--- src/rtl/hazard_pkg.sv ---
// -----------------------------------------------------------------------------
// hazard_pkg
// Shared definitions for the RV32I pipeline hazard controller: FSM state
// encoding, forwarding-select codes, the load opcode used by decode to build
// ex_is_load, and the producer/source match helper used by every compare.
// -----------------------------------------------------------------------------
package hazard_pkg;

  typedef enum logic [1:0] {
    RUN      = 2'd0,
    LU_WAIT  = 2'd1,
    MEM_WAIT = 2'd2
  } hz_state_t;

  localparam logic [1:0] FWD_REG = 2'b00;
  localparam logic [1:0] FWD_WB  = 2'b01;
  localparam logic [1:0] FWD_MEM = 2'b10;

  localparam logic [6:0] OPC_LOAD = 7'b0000011;

  // A producer feeds a source only if the source is really read, the producer
  // really writes, and the register is not x0 (x0 is hard-wired to zero).
  function automatic logic src_match(input logic       src_used,
                                     input logic       prod_we,
                                     input logic [4:0] prod_rd,
                                     input logic [4:0] src);
    return src_used && prod_we && (prod_rd == src) && (prod_rd != 5'd0);
  endfunction

endpackage

--- src/rtl/hazard_fwd_unit.sv ---
// -----------------------------------------------------------------------------
// hazard_fwd_unit
// Purely combinational compare block.
//   - EX operand forwarding selects (MEM beats WB, x0 never forwards).
//   - ID-source match flags against the EX and MEM producers, used by the
//     controller FSM for load-use and non-forwarding RAW stalls.
// Ports:
//   i_id_rs1/2, i_id_use_rs1/2 : ID sources and their use flags
//   i_ex_rs1/2                 : EX sources (operands being selected)
//   i_ex_rd/we, i_mem_rd/we,
//   i_wb_rd/we                 : producer destinations and write enables
//   o_fwd_a/b                  : operand selects (forced to FWD_REG if !EN_FWD)
//   o_id_ex_match              : an ID source matches the EX producer
//   o_id_mem_match             : an ID source matches the MEM producer
// -----------------------------------------------------------------------------
module hazard_fwd_unit
  import hazard_pkg::*;
#(
  parameter bit EN_FWD = 1'b1
) (
  input  logic [4:0] i_id_rs1,
  input  logic [4:0] i_id_rs2,
  input  logic       i_id_use_rs1,
  input  logic       i_id_use_rs2,
  input  logic [4:0] i_ex_rs1,
  input  logic [4:0] i_ex_rs2,
  input  logic [4:0] i_ex_rd,
  input  logic       i_ex_we,
  input  logic [4:0] i_mem_rd,
  input  logic       i_mem_we,
  input  logic [4:0] i_wb_rd,
  input  logic       i_wb_we,
  output logic [1:0] o_fwd_a,
  output logic [1:0] o_fwd_b,
  output logic       o_id_ex_match,
  output logic       o_id_mem_match
);

  logic [1:0] w_fwd_a;
  logic [1:0] w_fwd_b;

  // EX-stage operands carry no use flag; an unused operand simply ignores
  // whatever select it receives.
  always_comb begin
    w_fwd_a = FWD_REG;
    if (src_match(1'b1, i_mem_we, i_mem_rd, i_ex_rs1)) begin
      w_fwd_a = FWD_MEM;
    end else if (src_match(1'b1, i_wb_we, i_wb_rd, i_ex_rs1)) begin
      w_fwd_a = FWD_WB;
    end
  end

  always_comb begin
    w_fwd_b = FWD_REG;
    if (src_match(1'b1, i_mem_we, i_mem_rd, i_ex_rs2)) begin
      w_fwd_b = FWD_MEM;
    end else if (src_match(1'b1, i_wb_we, i_wb_rd, i_ex_rs2)) begin
      w_fwd_b = FWD_WB;
    end
  end

  assign o_fwd_a = EN_FWD ? w_fwd_a : FWD_REG;
  assign o_fwd_b = EN_FWD ? w_fwd_b : FWD_REG;

  assign o_id_ex_match  = src_match(i_id_use_rs1, i_ex_we, i_ex_rd, i_id_rs1) ||
                          src_match(i_id_use_rs2, i_ex_we, i_ex_rd, i_id_rs2);

  assign o_id_mem_match = src_match(i_id_use_rs1, i_mem_we, i_mem_rd, i_id_rs1) ||
                          src_match(i_id_use_rs2, i_mem_we, i_mem_rd, i_id_rs2);

endmodule

--- src/rtl/hazard_ctrl.sv ---
// -----------------------------------------------------------------------------
// hazard_ctrl
// Pipeline hazard controller for the 5-stage RV32I core: multi-cycle load-use
// stalls, EX forwarding selects (or RAW stalls when forwarding is disabled),
// taken-branch flush, data-memory freeze, and saturating perf counters.
//
// state    | meaning
// ---------+-------------------------------------------------------------
// RUN      | normal flow; detect load-use / RAW hazards
// LU_WAIT  | inserting the remaining load-use bubbles, r_cnt left to go
// MEM_WAIT | data memory busy; pipeline frozen, r_ret_state to resume
//
// Parameters:
//   LOAD_STALL : bubbles per load-use hazard (1..3)
//   EN_FWD     : 1 = forwarding selects driven, 0 = stall on EX/MEM RAW
//   CNT_W      : perf counter width
// Ports:
//   i_clk, i_rstn               : clock, async active-low reset
//   i_id_*, i_ex_*, i_mem_*,
//   i_wb_*                      : per-stage register ids and enables
//   i_br_taken                  : taken branch/jump resolved in EX
//   i_dmem_req, i_dmem_ready    : data-memory access in MEM / completion
//   o_pc_write, o_if_id_write   : PC and IF/ID enables
//   o_if_id_flush, o_id_ex_flush: bubble insertion
//   o_pipe_freeze               : hold ID/EX, EX/MEM, MEM/WB
//   o_fwd_a, o_fwd_b            : EX operand selects
//   o_stall_cnt, o_flush_cnt    : saturating perf counters
// All outputs are combinational from inputs and current state.
// -----------------------------------------------------------------------------
module hazard_ctrl
  import hazard_pkg::*;
#(
  parameter int LOAD_STALL = 1,
  parameter bit EN_FWD     = 1'b1,
  parameter int CNT_W      = 32
) (
  input  logic             i_clk,
  input  logic             i_rstn,
  input  logic [4:0]       i_id_rs1,
  input  logic [4:0]       i_id_rs2,
  input  logic             i_id_use_rs1,
  input  logic             i_id_use_rs2,
  input  logic [4:0]       i_ex_rs1,
  input  logic [4:0]       i_ex_rs2,
  input  logic [4:0]       i_ex_rd,
  input  logic             i_ex_we,
  input  logic             i_ex_is_load,
  input  logic [4:0]       i_mem_rd,
  input  logic             i_mem_we,
  input  logic [4:0]       i_wb_rd,
  input  logic             i_wb_we,
  input  logic             i_br_taken,
  input  logic             i_dmem_req,
  input  logic             i_dmem_ready,
  output logic             o_pc_write,
  output logic             o_if_id_write,
  output logic             o_if_id_flush,
  output logic             o_id_ex_flush,
  output logic             o_pipe_freeze,
  output logic [1:0]       o_fwd_a,
  output logic [1:0]       o_fwd_b,
  output logic [CNT_W-1:0] o_stall_cnt,
  output logic [CNT_W-1:0] o_flush_cnt
);

  // Bubbles still owed after the detection cycle, which is itself a bubble.
  localparam logic [1:0]       LU_RELOAD = 2'(LOAD_STALL - 1);
  localparam logic [CNT_W-1:0] CNT_MAX   = '1;
  localparam logic [CNT_W-1:0] CNT_ONE   = {{(CNT_W-1){1'b0}}, 1'b1};

  hz_state_t        r_state;
  hz_state_t        r_ret_state;
  logic [1:0]       r_cnt;
  logic [CNT_W-1:0] r_stall_cnt;
  logic [CNT_W-1:0] r_flush_cnt;

  hz_state_t        w_nstate;
  hz_state_t        w_nret;
  hz_state_t        w_eff_state;
  logic [1:0]       w_ncnt;
  logic [1:0]       w_fwd_a;
  logic [1:0]       w_fwd_b;
  logic             w_id_ex_match;
  logic             w_id_mem_match;
  logic             w_mem_busy;
  logic             w_lu;
  logic             w_raw;
  logic             w_pc_write;
  logic             w_if_id_write;
  logic             w_if_id_flush;
  logic             w_id_ex_flush;
  logic             w_freeze;
  logic             w_flush_evt;

  hazard_fwd_unit #(
    .EN_FWD (EN_FWD)
  ) u_fwd (
    .i_id_rs1       (i_id_rs1),
    .i_id_rs2       (i_id_rs2),
    .i_id_use_rs1   (i_id_use_rs1),
    .i_id_use_rs2   (i_id_use_rs2),
    .i_ex_rs1       (i_ex_rs1),
    .i_ex_rs2       (i_ex_rs2),
    .i_ex_rd        (i_ex_rd),
    .i_ex_we        (i_ex_we),
    .i_mem_rd       (i_mem_rd),
    .i_mem_we       (i_mem_we),
    .i_wb_rd        (i_wb_rd),
    .i_wb_we        (i_wb_we),
    .o_fwd_a        (w_fwd_a),
    .o_fwd_b        (w_fwd_b),
    .o_id_ex_match  (w_id_ex_match),
    .o_id_mem_match (w_id_mem_match)
  );

  assign w_mem_busy = i_dmem_req && !i_dmem_ready;
  assign w_lu       = i_ex_is_load && w_id_ex_match;
  // Write-first regfile: a WB producer is always visible to ID, never stalls.
  assign w_raw      = !EN_FWD && (w_id_ex_match || w_id_mem_match);

  // While frozen we behave, once memory completes, exactly like the state we
  // were frozen in; this lets the completion cycle do useful work at once.
  assign w_eff_state = (r_state == MEM_WAIT) ? r_ret_state : r_state;

  always_comb begin
    w_pc_write    = 1'b1;
    w_if_id_write = 1'b1;
    w_if_id_flush = 1'b0;
    w_id_ex_flush = 1'b0;
    w_freeze      = 1'b0;
    w_flush_evt   = 1'b0;
    w_nstate      = w_eff_state;
    w_nret        = r_ret_state;
    w_ncnt        = r_cnt;

    if (w_mem_busy) begin
      w_pc_write    = 1'b0;
      w_if_id_write = 1'b0;
      w_freeze      = 1'b1;
      w_nstate      = MEM_WAIT;
      w_nret        = w_eff_state;
    end else if (i_br_taken) begin
      // The instruction behind the hazard is being squashed, so any owed
      // bubbles are moot.
      w_if_id_flush = 1'b1;
      w_id_ex_flush = 1'b1;
      w_flush_evt   = 1'b1;
      w_nstate      = RUN;
      w_ncnt        = 2'd0;
    end else if (w_eff_state == LU_WAIT) begin
      w_pc_write    = 1'b0;
      w_if_id_write = 1'b0;
      w_id_ex_flush = 1'b1;
      if (r_cnt <= 2'd1) begin
        w_nstate = RUN;
        w_ncnt   = 2'd0;
      end else begin
        w_ncnt   = r_cnt - 2'd1;
      end
    end else if (w_lu) begin
      w_pc_write    = 1'b0;
      w_if_id_write = 1'b0;
      w_id_ex_flush = 1'b1;
      w_ncnt        = LU_RELOAD;
      w_nstate      = (LU_RELOAD != 2'd0) ? LU_WAIT : RUN;
    end else if (w_raw) begin
      w_pc_write    = 1'b0;
      w_if_id_write = 1'b0;
      w_id_ex_flush = 1'b1;
    end
  end

  always_ff @(posedge i_clk or negedge i_rstn) begin
    if (!i_rstn) begin
      r_state     <= RUN;
      r_ret_state <= RUN;
      r_cnt       <= 2'd0;
      r_stall_cnt <= '0;
      r_flush_cnt <= '0;
    end else begin
      r_state     <= w_nstate;
      r_ret_state <= w_nret;
      r_cnt       <= w_ncnt;
      if (!w_pc_write && (r_stall_cnt != CNT_MAX)) begin
        r_stall_cnt <= r_stall_cnt + CNT_ONE;
      end
      if (w_flush_evt && (r_flush_cnt != CNT_MAX)) begin
        r_flush_cnt <= r_flush_cnt + CNT_ONE;
      end
    end
  end

  // During reset the pipeline is held with bubbles and nothing advances.
  always_comb begin
    if (!i_rstn) begin
      o_pc_write    = 1'b0;
      o_if_id_write = 1'b0;
      o_if_id_flush = 1'b1;
      o_id_ex_flush = 1'b1;
      o_pipe_freeze = 1'b0;
      o_fwd_a       = FWD_REG;
      o_fwd_b       = FWD_REG;
    end else begin
      o_pc_write    = w_pc_write;
      o_if_id_write = w_if_id_write;
      o_if_id_flush = w_if_id_flush;
      o_id_ex_flush = w_id_ex_flush;
      o_pipe_freeze = w_freeze;
      o_fwd_a       = w_fwd_a;
      o_fwd_b       = w_fwd_b;
    end
  end

  assign o_stall_cnt = r_stall_cnt;
  assign o_flush_cnt = r_flush_cnt;

endmodule

--- config.mk ---
export PLATFORM = sky130hd
export DESIGN_NAME = hazard_ctrl
export DESIGN_NICKNAME = d
export VERILOG_FILES = /design/src/rtl/hazard_pkg.sv /design/src/rtl/hazard_fwd_unit.sv /design/src/rtl/hazard_ctrl.sv
export SDC_FILE = /design/constraint.sdc
export NUM_CORES = 1
export LEC_CHECK = 0
export BUFFER_PORTS_ARGS = -buffer_cell sky130_fd_sc_hd__buf_2
export CORE_AREA = 2 2 103 115
export DETAILED_ROUTE_END_ITERATION = 10
export DIE_AREA = 0 0 105 117
export GPL_ROUTABILITY_DRIVEN = 0
export HOLD_SLACK_MARGIN = 0.08
export SLEW_MARGIN = 20
export SYNTH_ARGS = -nofsm -noshare
export SYNTH_HDL_FRONTEND = slang
export SYNTH_SLANG_ARGS = --single-unit
--- constraint.sdc ---
create_clock -name i_clk -period 2.6 [get_ports i_clk]
set_clock_uncertainty 0.05 [all_clocks]
set_input_delay 0.52 -clock i_clk [delete_from_list [all_inputs] [get_ports i_clk]]
set_output_delay 0.52 -clock i_clk [all_outputs]
set_load 0.05 [all_outputs]
==> summary.txt, run 1 <==
outcome -> completed
ys async rst share -> 100%
Tot GR Track Use -> 16.5%
CP Capture Type -> output pin
R2R Setup Slk -> 410 ps
DP Worst Slack -> -36.6 ps
largest family of logic cells by synthesized area -> simple AND/OR/NAND/NOR gates
CP top delay family -> simple AND/OR/NAND/NOR gates
number of synthesized flops with an enable pin -> 0
largest net degree at the start of global routing -> 54
Std-Cell Rows -> 41
CP bufs+invs -> 2
die height -> 117 µm
CTS Hold Bufs -> 0
clk buf depth -> 2
via total after detailed routing -> 3,313
max-slew violations -> 0
initial cell density of the core -> 34.4%
WS Path Type -> in2out
mux contribution to synthesized area -> 0.586%
dpl cells -> 649
routed vias/inst -> 4.97
peak supply drop -> 0.519 mV
CTS clock-pin slew for the worst setup and hold paths -> 60 ps
crit path cell chain -> buf_2, or4_4, o21a_1, nand2_2, a21oi_1, or2_2, buf_6
clock latency on the worst-skew pair -> 330 ps
crit-path max FO -> 3
Final #Nets -> 559
adder-cell share of the synthesized area -> 0.651%
reg-to-reg startpoint -> r_state[0]$_DFF_PN0_
Tcrit/Tclk final -> 97.8%
antenna violations before repair -> 0
Critical Path Start -> i_ex_rd[1]
final hold vios -> 0
Mean Syn Cell Area -> 10.2 µm²
setup ws final -> 57.3 ps
sequential area share after synthesis -> 45.6%
relative slew slack -> 54.8%
fin util -> 45.2%
clock root buffer -> clkbuf_16
antenna cells -> 0
antenna-violating nets left -> 0
DRC viols -> 0
PD cells -> 642 mW/mm²
Mapped Area -> 0.00384 mm²
Setup TNS -> 0 ps
Hold WC Path Type -> in2async
Synth Area in Simple Gates -> 25.3%
Final setup viols -> 0
Core ar. -> 0.0112 mm²
Yosys reg bits -> 70
router iterations before antenna repair -> 4
Post-Route WL -> 9790 µm
Iteration-0 DRC Markers -> 142
Max Cap Violations -> 0
die width -> 105 µm
non-filler instance count after layout -> 666
Tmin final -> 2540 ps
WL/cell -> 14.7 µm
Die Footprint -> 0.0123 mm²
Num CTS Buffers -> 9
HPWL after DPL -> 7300 µm
WP data required -> 2030 ps
Syn. warnings -> 0
Slew @ Worst Pin -> 679 ps
Synth Flop Type -> dfrtp_1
Startpoint Class -> input pin
critical path arrival -> 1970 ps
max incr delay on CP -> 530 ps
Yosys cell types -> 49
Syn Inst Count -> 376
fraction of layout cells with a size suffix above 1 -> 33.1%
highest-delay cell along the critical path -> or4_4
I/O pin cnt -> 119
Buffers on Ports -> 118
H-tree level count -> 3
Layout area overhead -> 31.6%
CTS Sinks -> 70
Lkg Pwr -> 0.00241 µW
FILL cells -> 1,080
Max Freq -> 393 MHz
CTS tree -> done
GRT overflow -> 0
vias in the first global route -> 3,307
Post-Syn Nets -> 424
post-synthesis compound-gate area fraction -> 4.95%
global-route wire length before repair -> 16,300 µm
xor/xnor cell area share of the yosys netlist -> 21.1%
total power -> 3250 µW
==> placed cells by master, fill, tap and decap left out, drive strengths merged, types with 2 or more instances in the layout <==
| cell | netlist | final |
|---|---|---|
| a21oi | 8 | 8 |
| a31oi | 2 | 2 |
| and2 | 5 | 5 |
| and3 | 9 | 9 |
| and4 | 7 | 7 |
| buf | 5 | 134 |
| clkbuf | 5 | 9 |
| clkinv | 0 | 4 |
| dfrtp | 70 | 70 |
| ha | 2 | 2 |
| inv | 3 | 4 |
| mux2 | 2 | 2 |
| nand2 | 29 | 29 |
| nand2b | 4 | 4 |
| nand3 | 29 | 29 |
| nand4 | 21 | 21 |
| nor2 | 19 | 19 |
| nor3 | 10 | 10 |
| nor3b | 3 | 3 |
| nor4 | 11 | 11 |
| nor4b | 2 | 2 |
| o211ai | 2 | 2 |
| o21ai | 9 | 9 |
| or3 | 4 | 4 |
| or4 | 12 | 12 |
| xnor2 | 58 | 58 |
| xor2 | 33 | 33 |
==> layer usage <==
metal	wire, µm	up-vias	global-route usage, %
li1	-	1618	-
met1	4360	1560	21.1
met2	4720	122	27.7
met3	579	13	4.04
met4	138	0	5.69
met5	0	-	0
==> cells in the mapped netlist (all sizes together), types with 2 or more instances <==
| master | number | area share (%) |
|---|---|---|
| nor3b | 3 | 0.59 |
| dfrtp | 70 | 46 |
| nand3 | 29 | 3.8 |
| buf | 5 | 1.0 |
| nor3 | 10 | 1.3 |
| nor4 | 11 | 2.0 |
| and3 | 9 | 1.5 |
| clkbuf | 5 | 0.49 |
| nor2 | 19 | 2.0 |
| nand2b | 4 | 0.85 |
| mux2 | 2 | 0.59 |
| o21ai | 9 | 1.2 |
| nor4b | 2 | 0.46 |
| nand2 | 29 | 2.8 |
| or4 | 12 | 2.5 |
| and2 | 5 | 0.81 |
| a21oi | 8 | 1.0 |
| or3 | 4 | 0.65 |
| xor2 | 33 | 7.5 |
| and4 | 7 | 1.6 |
| inv | 3 | 0.29 |
| o211ai | 2 | 0.52 |
| nand4 | 21 | 3.4 |
| xnor2 | 58 | 14 |
| a31oi | 2 | 0.49 |
| ha | 2 | 0.65 |
==> report_power, final <==
| part | internal [µW] | switching (µW) | leakage [µW] | total [µW] |
|---|---|---|---|---|
| clock network | 745 | 486 | 0.000146 | 1230 |
| registers | 1170 | 120 | 0.000956 | 1290 |
| logic | 218 | 509 | 0.00131 | 727 |
==> area by class of cell <==
cell class / instances / area [µm²] / share of cell area (%)
clock buffers: 9 / 225 / 4.45
clock inverters: 7 / 73.8 / 1.46
inverters: 3 / 11.3 / 0.223
multi-input cells: 293 / 2070 / 40.9
flip-flops and latches: 70 / 1750 / 34.6
well taps: 150 / 188 / 3.71
repair buffers: 134 / 741 / 14.6
==> sequential cells by signal, indices dropped and copies added (netlist names) <==
register / flops
o_stall_cnt: 32
r_ret_state: 2
r_state: 2
o_flush_cnt: 32
r_cnt: 2
==> repair_timing <==
action / in CTS / in global routing
pin swaps: 0 / 1
gates resized for setup: 2 / 9
setup endpoints to repair: 2 / 4
buffers inserted: 0 / 1
==> final timing paths <==
check | to | cells past startpoint
setup / recovery | o_id_ex_flush | 7
hold / removal | r_cnt[1]$_DFFE_PN0P_ | 2
setup reg to reg | o_stall_cnt[23]$_DFFE_PN0P_ | 6
hold reg to reg | o_stall_cnt[7]$_DFFE_PN0P_ | 1
max in group asynchronous | o_stall_cnt[3]$_DFFE_PN0P_ | 3
min in group i_clk | r_state[0]$_DFF_PN0_ | 2
==> kinds of logic after synthesis <==
| family | Yosys count |
|---|---|
| AO/OA/AOI/OAI | 28 |
| XOR/XNOR | 91 |
| adder cells (fa/ha/maj) | 2 |
| buffers and inverters | 13 |
| flip-flops | 70 |
| multiplexers | 2 |
| AND/OR/NAND/NOR | 170 |
==> worst reg2reg max path: cells and delay by family, from the launching register on <==
kind	cells	cell delay, ps
simple gates	3	990
compound gates	2	480
flops	1	420
xor+xnor	1	140
==> per-stage QoR <==
stage,cell area (µm²),hold slack [ps]
after global routing,5060,188
after global placement,4720,421
after CTS,5030,184
after detailed placement,4720,429
after floorplan,3870,174
final,5060,158
Power figures use the tool's default switching activity.
==> run 2, diff against run 1 <==
- GPL_TIMING_DRIVEN: default -> 0
==> run 2 against run 1 <==
Register-to-register slack lost 40 ps. Worst hold slack lost 39 ps. Clock power is essentially flat. First-iteration DRC count grew 25%. Power is essentially flat. Flip-flop and latch count is the same. Critical endpoint is now o_fwd_a[0]. Non-clock buffer count shrank 3.
==> summary.txt, run 2 (synthesis gave the netlist of run 1 again) <==
outcome -> completed
Slew @ Worst Pin -> 672 ps (-6.74 ps)
Post-Route WL -> 9450 µm (-3.5%)
via total after detailed routing -> 3,302 (-0.33%)
PD cells -> 642 mW/mm² (about the same)
WP data required -> 2030 ps (about the same)
Max Freq -> 394 MHz (+0.12%)
antenna cells -> 0 (unchanged)
DRC viols -> 0 (unchanged)
Startpoint Class -> input pin
Layout area overhead -> 31.7% (about the same)
vias in the first global route -> 3,288 (-0.57%)
relative slew slack -> 54.9% (+0.10 points)
max-slew violations -> 0 (unchanged)
die height -> 117 µm (unchanged)
Max Cap Violations -> 0 (unchanged)
Hold WC Path Type -> in2async
Tcrit/Tclk final -> 97.7% (-0.12 points)
FILL cells -> 1,089 (+0.83%)
I/O pin cnt -> 119 (unchanged)
WS Path Type -> in2out
Tmin final -> 2540 ps (-3.11 ps)
routed vias/inst -> 4.98 (+0.12%)
initial cell density of the core -> 34.4% (unchanged)
Final setup viols -> 0 (unchanged)
CTS clock-pin slew for the worst setup and hold paths -> 60 ps (about the same)
Core ar. -> 0.0112 mm² (unchanged)
Final #Nets -> 556 (-0.54%)
crit-path max FO -> 3 (unchanged)
antenna violations before repair -> 0 (unchanged)
reg2reg path depth -> 7 (+1)
WL/cell -> 14.3 µm (-3.0%)
H-tree level count -> 3 (unchanged)
Num CTS Buffers -> 9 (unchanged)
R2R Setup Slk -> 370 ps (-40 ps)
final hold vios -> 0 (unchanged)
Placed Area -> 0.00467 mm² (-1.1%)
post-route cell area -> 0.00506 mm² (about the same)
CTS tree -> done
crit path cell chain -> buf_2, or4_1, o21ai_1, nor4_1, nor4_4, buf_6
HPWL after DPL -> 7170 µm (-1.9%)
RSZ-0062 raised after global routing -> yes
Std-Cell Rows -> 41 (unchanged)
GRT overflow -> 0 (unchanged)
clock root buffer -> clkbuf_16
most frequent cells in the layout -> buf_2 (114), dfrtp_1 (70), xnor2_1 (56)
largest net degree at the start of global routing -> 42 (-22%)
Buffers on Ports -> 117 (-0.85%)
FF/Latch Area -> 0.00175 mm² (unchanged)
Reg2Reg Capture Point -> o_stall_cnt[20]$_DFFE_PN0P_
Iteration-0 DRC Markers -> 177 (+25%)
Multi-input gate area -> 0.00207 mm² (unchanged)
reg-to-reg startpoint -> o_stall_cnt[4]$_DFFE_PN0P_
met3 global-route usage -> 3.88% (-0.17 points)
Setup TNS -> 0 ps (unchanged)
clk buf depth -> 2 (unchanged)
CP Capture Type -> output pin
antenna-violating nets left -> 0 (unchanged)
fraction of layout cells with a size suffix above 1 -> 31.4% (-1.8 points)
peak supply drop -> 0.541 mV (+4.1%)
die width -> 105 µm (unchanged)
grt met1 use -> 19.6% (-1.4 points)
max incr delay on CP -> 510 ps (-20 ps)
critical path arrival -> 1970 ps (about the same)
most common cell after layout, fill and taps aside -> buf_2
CTS Sinks -> 70 (unchanged)
router iterations before antenna repair -> 4 (unchanged)
clock latency on the worst-skew pair -> 320 ps (about the same)
Die Footprint -> 0.0123 mm² (unchanged)
global-route wire length before repair -> 15,700 µm (-3.4%)
Tot GR Track Use -> 15.8% (-0.73 points)
highest-delay cell along the critical path -> or4_1
grt peak-use layer -> met2
met2 GRT Util -> 27.2% (-0.52 points)
Lkg Pwr -> 0.00239 µW (-0.57%)
==> run 2: worst max-delay path: cells and delay by family <==
| family | cells | cell delay, ps |
|---|---|---|
| and+or+nand+nor | 3 | 940 |
| AOI/OAI and AO/OA | 1 | 180 |
| buffers and inverters | 2 | 330 |
==> run 2: area by class of cell <==
type	count	share of cell area [%]
Clock inverter	6	1.36
Clock buffer	10	4.72
Buffer	10	1.16
Timing Repair Buffer	121	13.3
Multi-Input combinational cell	293	40.9
Inverter	3	0.222
Tap cell	150	3.71
Sequential cell	70	34.6
==> run 2: worst max-delay path by stage <==
stage / from / end / slack, ps / cells past startpoint
2_1_floorplan: i_mem_rd[1] / o_fwd_a[0] / 20 / 4
5_1_grt: i_mem_rd[1] / o_fwd_a[0] / -10 / 6
3_5_place_dp: i_rstn / o_fwd_a[0] / -220 / 5
4_1_cts: i_ex_rd[1] / o_id_ex_flush / 2 / 7
6_report: i_mem_rd[1] / o_fwd_a[0] / 60 / 6
3_3_place_gp: i_rstn / o_fwd_a[0] / -1270 / 5
==> run 2: layer usage <==
layer  share of wire, %  up-vias
met5                  0        -
met4                1.6        0
met3                5.0       12
met2                 49       91
met1                 45     1591
li1                   -     1608
==> run 2: stage by stage <==
stage	util (%)	setup WS, ps	hold WS (ps)	total power, µW	cells
2_1_floorplan	-	21.9	174	1790	376
3_3_place_gp	41.6	-1270	420	2000	643
3_5_place_dp	41.8	-222	430	2020	644
4_1_cts	45.0	2.42	121	3290	662
5_1_grt	45.3	-9.54	125	3410	663
6_report	45.3	60.4	118	3250	663
==> run 2: timing repair <==
action                                 4_1_cts  5_1_grt
gates resized for setup                      8        7
hold buffers                                 1        0
setup endpoints to repair                    4        6
pin swaps                                    1        2
endpoints found under the hold margin       30        0
buffers inserted                             1        1
==> run 2: power by group <==
group	total [µW]	internal, µW	switching, µW
combinational	723	220	503
sequential	1290	1170	114
clock	1240	773	468
==> run 3, diff against run 2 <==
- ABC_AREA: default -> 1
- CORE_AREA: 2 2 103 115 -> 2 2 119 132
- DIE_AREA: 0 0 105 117 -> 0 0 121 134
==> run 3 against run 2 <==
Worst hold slack improved by 10 ps. Synthesized cell count rose by 110%. Die area rose by 32%. Cell count rose by 66%. Non-clock buffer count rose by 8. First-iteration DRC count rose by 71%. Synthesized area rose by 33%. Flip-flop and latch count did not move. Critical path depth rose by 5. Setup slack improved by 55 ps. Final area rose by 25%. Fmax rose by 2.2%. Largest cell class unchanged.
==> summary.txt, run 3 <==
Pint -> 2110 µW (-2.7%)
cell taking the most area after synthesis -> dfrtp_1
Num CTS Buffers -> 9 (unchanged)
Tmin final -> 2480 ps (-55.5 ps)
router iterations before antenna repair -> 5 (+1)
crit-path max FO -> 10 (+7)
Syn. warnings -> 0 (unchanged)
reg2reg path depth -> 10 (+3)
most frequent cells in the layout -> nand2_1 (292), buf_2 (120), inv_1 (88)
WP data required -> 2030 ps (about the same)
Post-Route WL -> 14,900 µm (+58%)
via total after detailed routing -> 5,271 (+60%)
WS Path Type -> in2out
DRC viols -> 0 (unchanged)
CTS tree -> done
post-synth top area share -> 34.3% (-11 points)
Synth Flop Type -> dfrtp_1
Final #Nets -> 951 (+71%)
Multi-input gate area -> 0.00288 mm² (+39%)
antenna cells -> 0 (unchanged)
final hold vios -> 0 (unchanged)
fraction of layout cells with a size suffix above 1 -> 20.3% (-11 points)
Reg2Reg Capture Point -> o_stall_cnt[31]$_DFFE_PN0P_
sw frac -> 37.3% (+3.9 points)
leading post-synthesis cells by cell area -> dfrtp_1 (34%), nand2_1 (22%), inv_1 (6.5%)
FF/Latch Area -> 0.00175 mm² (unchanged)
clock power share -> 34.3% (-3.9 points)
total power -> 3360 µW (+3.3%)
critical path arrival -> 1910 ps (-60 ps)
Final setup viols -> 0 (unchanged)
global-route wire length before repair -> 24,200 µm (+54%)
initial cell density of the core -> 34.3% (-0.075 points)
most common cell after layout, fill and taps aside -> nand2_1
CTS Sinks -> 70 (unchanged)
RSZ-0062 raised after global routing -> no
Syn Inst Count -> 772 (+110%)
outcome -> completed
Yosys reg bits -> 70 (unchanged)
Layout area overhead -> 23.7%
Startpoint Class -> input pin
peak supply drop -> 0.671 mV (+24%)
Mapped Area -> 0.00510 mm² (+33%)
die height -> 134 µm (+15%)
antenna violations before repair -> 0 (unchanged)
sequential area share after synthesis -> 34.3% (-11 points)
antenna-violating nets left -> 0 (unchanged)
relative slew slack -> 62.2% (+7.4 points)
sw power -> 1250 µW (+15%)
routed vias/inst -> 4.78 (-4.0%)
max-slew violations -> 0 (unchanged)
vias in the first global route -> 4,960 (+51%)
list of most frequent post-synthesis cells -> nand2_1 (293), inv_1 (88), nor2_1 (85)
HPWL after DPL -> 11,500 µm (+61%)
Std-Cell Rows -> 47 (+15%)
Max Cap Violations -> 0 (unchanged)
clock root buffer -> clkbuf_16
number of synthesized flops with an enable pin -> 0 (unchanged)
Hold WC Path Type -> in2async
DP Worst Slack -> -264 ps (-41.5 ps)
WL/cell -> 13.5 µm (-5.2%)
H-tree level count -> 3 (unchanged)
reg-to-reg startpoint -> o_stall_cnt[0]$_DFFE_PN0P_
clk buf depth -> 2 (unchanged)
FILL cells -> 1,591 (+46%)
ys async rst share -> 100% (unchanged)
Yosys cell types -> 42 (-14%)
CTS clock-pin slew for the worst setup and hold paths -> 60 ps (about the same)
R2R Setup Slk -> 360 ps (about the same)
setup ws final -> 116 ps (+55.5 ps)
I/O pin cnt -> 119 (unchanged)
Max Freq -> 403 MHz (+2.2%)
largest net degree at the start of global routing -> 27 (-36%)
Lkg Pwr -> 0.00336 µW (+40%)
Core ar. -> 0.0149 mm² (+33%)
Mean Syn Cell Area -> 6.61 µm² (-35%)
Tot GR Track Use -> 19.0% (+3.2 points)
Slew @ Worst Pin -> 567 ps (-105 ps)
clock latency on the worst-skew pair -> 350 ps (+30 ps)
GRT overflow -> 0 (unchanged)
PD cells -> 532 mW/mm² (-17%)
Gate power share -> 27.0% (+4.8 points)
die width -> 121 µm (+15%)
CP Capture Type -> output pin
most numerous cell in the Yosys netlist -> nand2_1
Buffers on Ports -> 118 (+0.85%)
Iteration-0 DRC Markers -> 302 (+71%)
sequential fraction of design power -> 38.7% (-0.9 points)
Tcrit/Tclk final -> 95.5% (-2.1 points)
Post-Syn Nets -> 820 (+93%)
Die Footprint -> 0.0162 mm² (+32%)
## run 3: cell types whose count changed after synthesis, moves of 6 or more
cell,change
nand3_1,+7
nand3b_1,+9
or4_1,-10
nand2_1,+264
nor2_1,+68
and3_1,-9
xnor2_1,-40
and4_1,-7
nand4_1,+26
xor2_1,-7
o21ai_2,+7
inv_1,+85
o21ai_0,+6
## run 3: cells by family after synthesis
| logic type | Yosys count | share of synthesized area, % |
|---|---|---|
| AOI/OAI and AO/OA | 37 | 4.71 |
| DFF | 70 | 34.3 |
| and+or+nand+nor | 507 | 43.4 |
| buffers and inverters | 114 | 9.88 |
| adders and majority gates | 2 | 0.490 |
| xor gates and xnor gates | 42 | 7.21 |
## run 3: power by group through the flow
stage          registers [µW]  clock network, µW  logic, µW
2_1_floorplan            1600                  0        344
3_3_place_gp             1320                  0        890
3_5_place_dp             1320                  0        905
4_1_cts                  1300               1190        919
5_1_grt                  1320               1230        983
6_report                 1300               1150        907
## run 3: final cells by class
type / count / area share [%]
Timing Repair Buffer: 121 / 10.5
Tap cell: 196 / 3.88
Multi-Input combinational cell: 588 / 45.6
Clock buffer: 11 / 4.00
Sequential cell: 70 / 27.7
Inverter: 95 / 5.73
Clock inverter: 4 / 0.357
Buffer: 18 / 2.26
## run 3: worst max-delay path by stage
stage | startpoint | end | slack, ps | depth (start not counted)
global placement | i_rstn | o_pc_write | -840 | 5
global route | i_ex_rd[0] | o_pc_write | 10 | 11
CTS | i_ex_rd[0] | o_pc_write | 20 | 11
detailed placement | i_dmem_req | o_pc_write | -260 | 9
finish | i_ex_rd[0] | o_pc_write | 120 | 11
floorplan | i_dmem_req | o_pc_write | 130 | 7
## run 3: worst max-delay path, stage by stage
cell     delay, ps
buf_2          130
nor2_1         110
nand3_1         70
o21ai_1        130
inv_1           60
nand2_2        110
nand3_4        120
buf_4          210
a21oi_4        140
buf_4          120
buf_4          180
## run 3: routing by layer
metal,track usage (%),vias up,wire length [µm]
met5,0,-,0
met4,6.72,0,308
met3,4.04,27,751
met2,33.3,138,7470
met1,22.8,2386,6380
li1,-,2720,-
## run 3: metrics by stage
stage               instances  instance area, µm²  util [%]  hold WS, ps  setup TNS, ps
floorplan                 772                5110         -          174              0
global placement         1086                5950      40.0          417          -5860
detailed placement       1087                5980      40.2          393           -548
CTS                      1103                6310      42.4          129              0
global route             1103                6310      42.4          131              0
finish                   1103                6310      42.4          129              0
## run 3: what timing repair did
action	in CTS	in global routing
hold buffers	1	0
buffers inserted	0	0
gates resized for setup	7	3
hold endpoints to repair	22	0
pin swaps	0	0
cloned	1	0
setup endpoints to repair	4	2
